===== config.mk =====
export PLATFORM = sky130hd
export DESIGN_NAME = dist_presence_ctrl
export DESIGN_NICKNAME = d
export VERILOG_FILES = /design/src/rtl/dist_presence_ctrl.sv
export SDC_FILE = /design/constraint.sdc
export NUM_CORES = 1
export LEC_CHECK = 0
export CAP_MARGIN = 20
export CELL_PAD_IN_SITES_DETAIL_PLACEMENT = 0
export CELL_PAD_IN_SITES_GLOBAL_PLACEMENT = 2
export CORE_MARGIN = 10
export CORE_UTILIZATION = 38
export DETAILED_ROUTE_END_ITERATION = 16
export PLACE_DENSITY = 0.76
export SLEW_MARGIN = 25
export SYNTH_ARGS = -nofsm -noshare
export SYNTH_HDL_FRONTEND = slang
export SYNTH_SLANG_ARGS = --single-unit

===== constraint.sdc =====
create_clock -name clk -period 5.94 [get_ports clk]
set_input_delay 1.782 -clock clk [delete_from_list [all_inputs] [get_ports clk]]
set_output_delay 1.782 -clock clk [all_outputs]
set_load 0.05 [all_outputs]

===== src/rtl/dist_presence_ctrl.sv =====
// dist_presence_ctrl
//   Consumes completed distance measurements from the ranging stage, smooths
//   them with a 4-sample moving average and runs a hysteresis presence FSM
//   with an away-hold timer that drives the fan enable.
//
// Ports
//   clk        system clock, posedge
//   reset_p    asynchronous active-high reset
//   distance   raw distance in cm (12 bit)
//   dist_valid one-cycle strobe, distance is complete
//   dist_avg   smoothed distance in cm
//   avg_valid  one-cycle pulse when dist_avg updates
//   present    person detected (S_PRESENT)
//   fan_en     fan on (S_PRESENT or S_LEAVING)
//   state      one-hot {S_LEAVING, S_PRESENT, S_ABSENT}
module dist_presence_ctrl #(
  parameter int CLK_HZ     = 100_000_000,
  parameter int NEAR_CM    = 50,
  parameter int FAR_CM     = 80,
  parameter int MAX_CM     = 400,
  parameter int HOLD_MS    = 3000,
  parameter int MISS_LIMIT = 5
) (
  input  logic        clk,
  input  logic        reset_p,
  input  logic [11:0] distance,
  input  logic        dist_valid,
  output logic [11:0] dist_avg,
  output logic        avg_valid,
  output logic        present,
  output logic        fan_en,
  output logic [2:0]  state
);

  localparam int TICK_DIV = CLK_HZ / 1000;
  localparam int PW       = (TICK_DIV > 1) ? $clog2(TICK_DIV) : 1;
  localparam int MW       = $clog2(MISS_LIMIT + 1);

  typedef enum logic [2:0] {
    S_ABSENT  = 3'b001,
    S_PRESENT = 3'b010,
    S_LEAVING = 3'b100
  } state_t;

  state_t st, st_nx;

  // Sample classification
  logic sample_ok, sample_bad;
  assign sample_ok  = dist_valid && (distance != 12'd0) && (distance <= 12'(MAX_CM));
  assign sample_bad = dist_valid && !sample_ok;

  // Averaging buffer: [0] newest, [3] oldest
  logic [3:0][11:0] sbuf;
  logic [13:0]      sum;
  logic             primed;
  // vld_pipe[0]: sum updated last edge; vld_pipe[1]: dist_avg updated last edge
  logic [1:0]       vld_pipe;

  always_ff @(posedge clk or posedge reset_p) begin
    if (reset_p) begin
      sbuf     <= '0;
      sum      <= '0;
      primed   <= 1'b0;
      vld_pipe <= '0;
      dist_avg <= '0;
    end else begin
      vld_pipe <= {vld_pipe[0], sample_ok};
      if (sample_ok) begin
        if (!primed) begin
          // First sample fills the whole window so the average starts at the
          // measured value instead of ramping up from zero.
          sbuf   <= {4{distance}};
          sum    <= {distance, 2'b00};
          primed <= 1'b1;
        end else begin
          sbuf <= {sbuf[2:0], distance};
          sum  <= sum + {2'b00, distance} - {2'b00, sbuf[3]};
        end
      end
      if (vld_pipe[0]) dist_avg <= sum[13:2];
    end
  end

  assign avg_valid = vld_pipe[1];

  // Consecutive invalid sample counter, saturating
  logic [MW-1:0] miss_cnt;

  always_ff @(posedge clk or posedge reset_p) begin
    if (reset_p)                                     miss_cnt <= '0;
    else if (sample_ok)                              miss_cnt <= '0;
    else if (sample_bad && miss_cnt != MW'(MISS_LIMIT)) miss_cnt <= miss_cnt + 1'b1;
  end

  // ms prescaler and hold timer only run while leaving; holding them at zero
  // elsewhere clears both on every entry to S_LEAVING.
  logic [PW-1:0] presc;
  logic [15:0]   hold_ms;
  logic          tick;

  assign tick = (st == S_LEAVING) && (presc == PW'(TICK_DIV - 1));

  always_ff @(posedge clk or posedge reset_p) begin
    if (reset_p) begin
      presc   <= '0;
      hold_ms <= '0;
    end else if (st != S_LEAVING) begin
      presc   <= '0;
      hold_ms <= '0;
    end else begin
      presc <= tick ? '0 : presc + 1'b1;
      if (tick) hold_ms <= hold_ms + 16'd1;
    end
  end

  // FSM: state register
  always_ff @(posedge clk or posedge reset_p) begin
    if (reset_p) st <= S_ABSENT;
    else         st <= st_nx;
  end

  logic near, far, miss_hit, hold_done;
  assign near      = avg_valid && (dist_avg <= 12'(NEAR_CM));
  assign far       = avg_valid && (dist_avg >  12'(FAR_CM));
  assign miss_hit  = (miss_cnt == MW'(MISS_LIMIT));
  assign hold_done = tick && (hold_ms == 16'(HOLD_MS - 1));

  // FSM: next state
  always_comb begin
    st_nx = st;
    unique case (st)
      S_ABSENT:  if (near) st_nx = S_PRESENT;
      S_PRESENT: if (far || miss_hit) st_nx = S_LEAVING;
      S_LEAVING: begin
        // A near reading beats a coincident hold expiry.
        if (near)           st_nx = S_PRESENT;
        else if (hold_done) st_nx = S_ABSENT;
      end
      default:   st_nx = S_ABSENT;
    endcase
  end

  // FSM: outputs
  always_comb begin
    present = (st == S_PRESENT);
    fan_en  = (st == S_PRESENT) || (st == S_LEAVING);
    state   = st;
  end

endmodule


Word level (Yosys, flattened, before mapping)
Index checks and enable logic that the tools add are counted.

$add $sub $neg: 5. $lt $le $gt $ge: 3. Equality and inequality tests: 11. Muxes and demuxes: 13. Reduce and logical (&&, ||, !) cells: 15.

Operators by type and width (count): 48-bit two-way mux (1); 17-bit two-way mux (2); 16-bit two-way mux (2); 3-bit two-way mux (6); 17-bit by 1-bit adder with 17-bit output (second input constant) (1); 17-bit equality test (second input constant) (1); 16-bit by 1-bit adder with 16-bit output (second input constant) (1); 16-bit by 12-bit equality test with 1-bit output (second input constant) (1); 14-bit by 12-bit adder with 14-bit output (1); 14-bit two-way mux (1); 14-bit by 12-bit subtractor with 14-bit output (1); 12-bit by 7-bit greater-than comparator with 1-bit output (second input constant) (1); 12-bit by 6-bit less-or-equal comparator with 1-bit output (second input constant) (1); 12-bit by 9-bit less-or-equal comparator with 1-bit output (second input constant) (1); 12-bit nonzero test (1); 3-bit != test (second input constant) (3); 3-bit one-hot mux with 3 select lines (1); 1-bit logical AND (8); 3-bit equality test (second input constant) (2); 2-bit nonzero test (2); 3-bit by 1-bit adder with 3-bit output (second input constant) (1); 3-bit by 1-bit equality test with 1-bit output (second input constant) (1); 3-bit by 2-bit equality test with 1-bit output (second input constant) (1); 3-bit AND reduction (1); other kinds (4) (5).

Flip-flop bits (word level): 116. Input port bits: 15. Output and inout port bits: 18. Logic and storage cells: 59.

Logic depth before layout (Yosys ltp)
Word-level depth: 8. Mapped depth: 11.

Worst setup path after synthesis
No wires, ideal clock.

Path kind: input -> register. From: input distance[1]. To: register sum[12]. Library setup time: 95 ps. Arrival: 4005 ps. Data required time: 5845 ps. Path slack: 1840 ps. Cell stages on the path: 10. Path buffers: 0. Cell sequence: inv_1 > fa_1 > inv_1 > fa_1 > a21o_1 > a21oi_1 > o21ai_0 > a311oi_1 > xor2_1 > o31ai_1.

Cells in the longest elaborated chain, start to end: 3.

RTL lines: start: declaration (RTL line 26) `input logic [11:0] distance,`; 14-bit by 12-bit adder with 14-bit output or 12-bit nonzero test (tied branches) (RTL line 77, 49); 14-bit by 12-bit subtractor with 14-bit output or 1-bit logical AND (tied branches) (RTL line 77, 49); 14-bit two-way mux or 1-bit logical AND (tied branches) (RTL line 69, 49); end signal: assignment (RTL line 73) `sum <= {distance, 2'b00};`; end signal: assignment (RTL line 77) `sum <= sum + {2'b00, distance} - {2'b00, sbuf[3]};`; end: declaration (RTL line 54) `logic [13:0] sum;`.

Parallel ways exist; a longest one is shown, timed or not. A chain may end at the register's enable or synchronous reset.

Final worst setup path
From: input distance[6]. To: register sum[11].

Same word-level chain as after synthesis.

==> flow_metrics.tcl <==
set metrics [dict create \
    status "complete, no violations" \
    initial_core_util_pct 38.6 \
    cp_data_required_time_ns 6.27 \
    setup_tns_ns 0 \
    clock_skew_ns 0.00783 \
    max_freq_mhz 227 \
    async_flop_share_pct 100 \
    syn_area_sq_um 6090 \
    antenna_found_initial 0 \
    num_rows 46 \
    clk_pin_slew_worst_paths_ns 0.05 \
    cts_tree "done" \
    fin_crit_ns 4.40 \
    synth_ff_type "dfrtp_1" \
    final_layout_size_suffix_gt1_share_pct 7.83 \
    grt_pass1_vias 4797 \
    power_density_nw_per_um2 470 \
    worst_slew_pin_slew_ns 0.924 \
    synth_top_area_share_pct 47.2 \
    die-width_um 147 \
    avgSynthCellArea_sq_um 9.42 \
    core_region_area_sq_um 15800 \
    drt-initial-drc-count 216 \
    critPathMaxFanout 7 \
    grt_overflow 0 \
    start_kind "input pin" \
    dpl.hpwl_um 9670 \
    synthesis.nets 692 \
    ir_drop_mv 0.259 \
    yosysSeqAreaShare_pct 47.7 \
    n_antenna_cell 0 \
    gp_congestion 0.860 \
    crit_chain "clkdlybuf4s50_1 > inv_1 > fa_1 > inv_1 > ha_1 > a2111o_1 > o21ai_0 > nand2_1 > a2111o_1 > o211ai_1" \
    num-nets-final 724 \
    dieHeight_um 147 \
    cts_buffers 17 \
    syn_inst 647 \
    htree_levels 4 \
    grt_max_degree 85 \
    critPathBufInv 3 \
    drt-vias-per-instance 4.99 \
    yosysWarnings 0 \
    cts.root.buffer_cell "clkbuf_16" \
    end_kind "flip-flop" \
    arrival_ns 4.73 \
    yosys.area.top_type "dfrtp_1" \
    crit_slowest_cell "fa_1" \
    maxCapViolations 0 \
    grt_pass1_wl_um 23500 \
    drc 0 \
    grtUsageTotal_pct 13.3 \
    slew_violations 0 \
    rsz0062_at_grt "no" \
    cts_setup_buffers 0 \
    area_growth_pct 18.0 \
    synth-edff-count 0 \
    via_count 4519 \
    cts.repair.resized 0 \
    io_buffers 32 \
    cts_hold_buf 0 \
    cp_top_family "compound AO/OA/AOI/OAI gates" \
    wl_per_cell_um 14.9 \
    maxSlewHeadroom_pct 38.4 \
    clock_path_buffers 2 \
    cpPeakStageDelay_ns 0.55 \
    insertion_delay_ns 0.41 \
    ys_ff_latch 116 \
    drt_wl_total_um 13500 \
    criticalPathCategory "in -> reg" \
    cellLeakagePower_nw 3.23 \
    first_pass_iters 4 \
    setup_viol 0 \
    finalPower_w 0.00338 \
    synth.distinct_cells 59 \
    design.die.area_sq_um 21500 \
    fin_crit_sh_pct 74.0 \
    cts.sinks 116 \
    worstHoldPathType "reg -> reg" \
    hold_viol 0 \
    drtAntennaViolNets 0 \
    ios 33 \
    yosys-top-cells-area "dfrtp_1 (47%), nand2_1 (5.1%), fa_1 (3.9%)" \
]
-- sequential cells by signal, indices dropped and copies added (netlist names) --
name / flops
hold_ms: 16
primed: 1
sbuf: 48
sum: 14
presc: 17
dist_avg: 12
miss_cnt: 3
state: 3
vld_pipe: 2
-- cell type report --
cell class,count,area [sq um]
tap,216,270
clock buffer,26,499
fill,1576,8580
timing repair buffer,38,378
multi-input combinational,449,2870
inverter,57,216
sequential,116,2900
clock inverter,4,47.5
-- report_power, final --
part,switching (W),total (W),internal [W]
registers,0.000133,0.00109,0.000953
clock network,0.000338,0.000950,0.000613
logic,0.000787,0.00134,0.000555
-- through the flow --
step | hold slack, ns | utilization [%] | setup WS (ns) | cell area [sq um] | instances
6_report | 0.466 | 45.6 | 1.54 | 7190 | 906
5_1_grt | 0.486 | 45.6 | 1.33 | 7190 | 906
4_1_cts | 0.467 | 45.6 | 1.52 | 7190 | 906
3_5_place_dp | 0.455 | 42.1 | 1.08 | 6640 | 876
3_3_place_gp | 0.448 | 42.1 | 1.10 | 6640 | 876
2_1_floorplan | 0.407 | - | 1.09 | 6090 | 647
-- final timing paths --
kind / startpoint / endpoint / slack, ns / cells after the start
hold reg to reg: sbuf[21] / sbuf[21] / 0.47 / 2
setup / recovery: distance[6] / sum[11] / 1.54 / 10
min in group asynchronous: reset_p / presc[6] / 1.83 / 2
max in group asynchronous: reset_p / sbuf[33] / 3.16 / 3
hold / removal: sbuf[21] / sbuf[21] / 0.47 / 2
setup reg to reg: sbuf[37] / sum[12] / 3.11 / 9
-- per-layer routing --
layer  track usage [%]  up-vias  wire length (um)
li1                  -     2258                 -
met1              15.9     2197              6240
met2              22.6       51              6680
met3              3.52       13               386
met4              4.45        0               157
met5                 0        -                 0
-- synthesized netlist by cell type (all sizes together), types with 4 or more instances --
cell,instances
nor2,60
nand2b,7
o211ai,5
clkbuf,15
a21o,4
mux2i,4
and3,6
a21oi,42
or3,5
xnor2,14
mux2,12
a211oi,6
buf,10
nor4,6
nand3,29
and2,7
dfrtp,115
nand2,83
ha,18
o21ai,52
nor3,7
fa,12
xor2,24
nand4,8
inv,56
-- cell families (layout without fill, tap and decap cells) --
| logic type | Yosys count | count (layout) | synth area share (%) |
|---|---|---|---|
| fa+ha+maj | 30 | 30 | 7.64 |
| xor+xnor | 38 | 38 | 5.46 |
| simple gates | 233 | 233 | 18.4 |
| mux | 16 | 16 | 2.88 |
| compound gates | 132 | 132 | 12.8 |
| flops | 116 | 116 | 47.7 |
| buf+inv | 82 | 125 | 5.18 |
-- placed cells by master, fill, tap and decap left out, drive strengths merged, types with 4 or more instances in the layout --
cell type,synthesis,routed
a211oi,6,6
a21o,4,4
a21oi,42,42
and2,7,7
and3,6,6
buf,10,6
clkbuf,15,26
clkdlybuf4s50,0,32
dfrtp,115,115
fa,12,12
ha,18,18
inv,56,56
mux2,12,12
mux2i,4,4
nand2,83,83
nand2b,7,7
nand3,29,29
nand4,8,8
nor2,60,60
nor3,7,7
nor4,6,6
o211ai,5,5
o21ai,52,52
or3,5,5
xnor2,14,14
xor2,24,24
-- worst min-delay path, stage by stage (launching register included) --
cell and delay [ns]:
dfrtp_1 0.34, nand2_1 0.05, nand2_1 0.05
No activity file was read; power rests on OpenSTA's default activity.
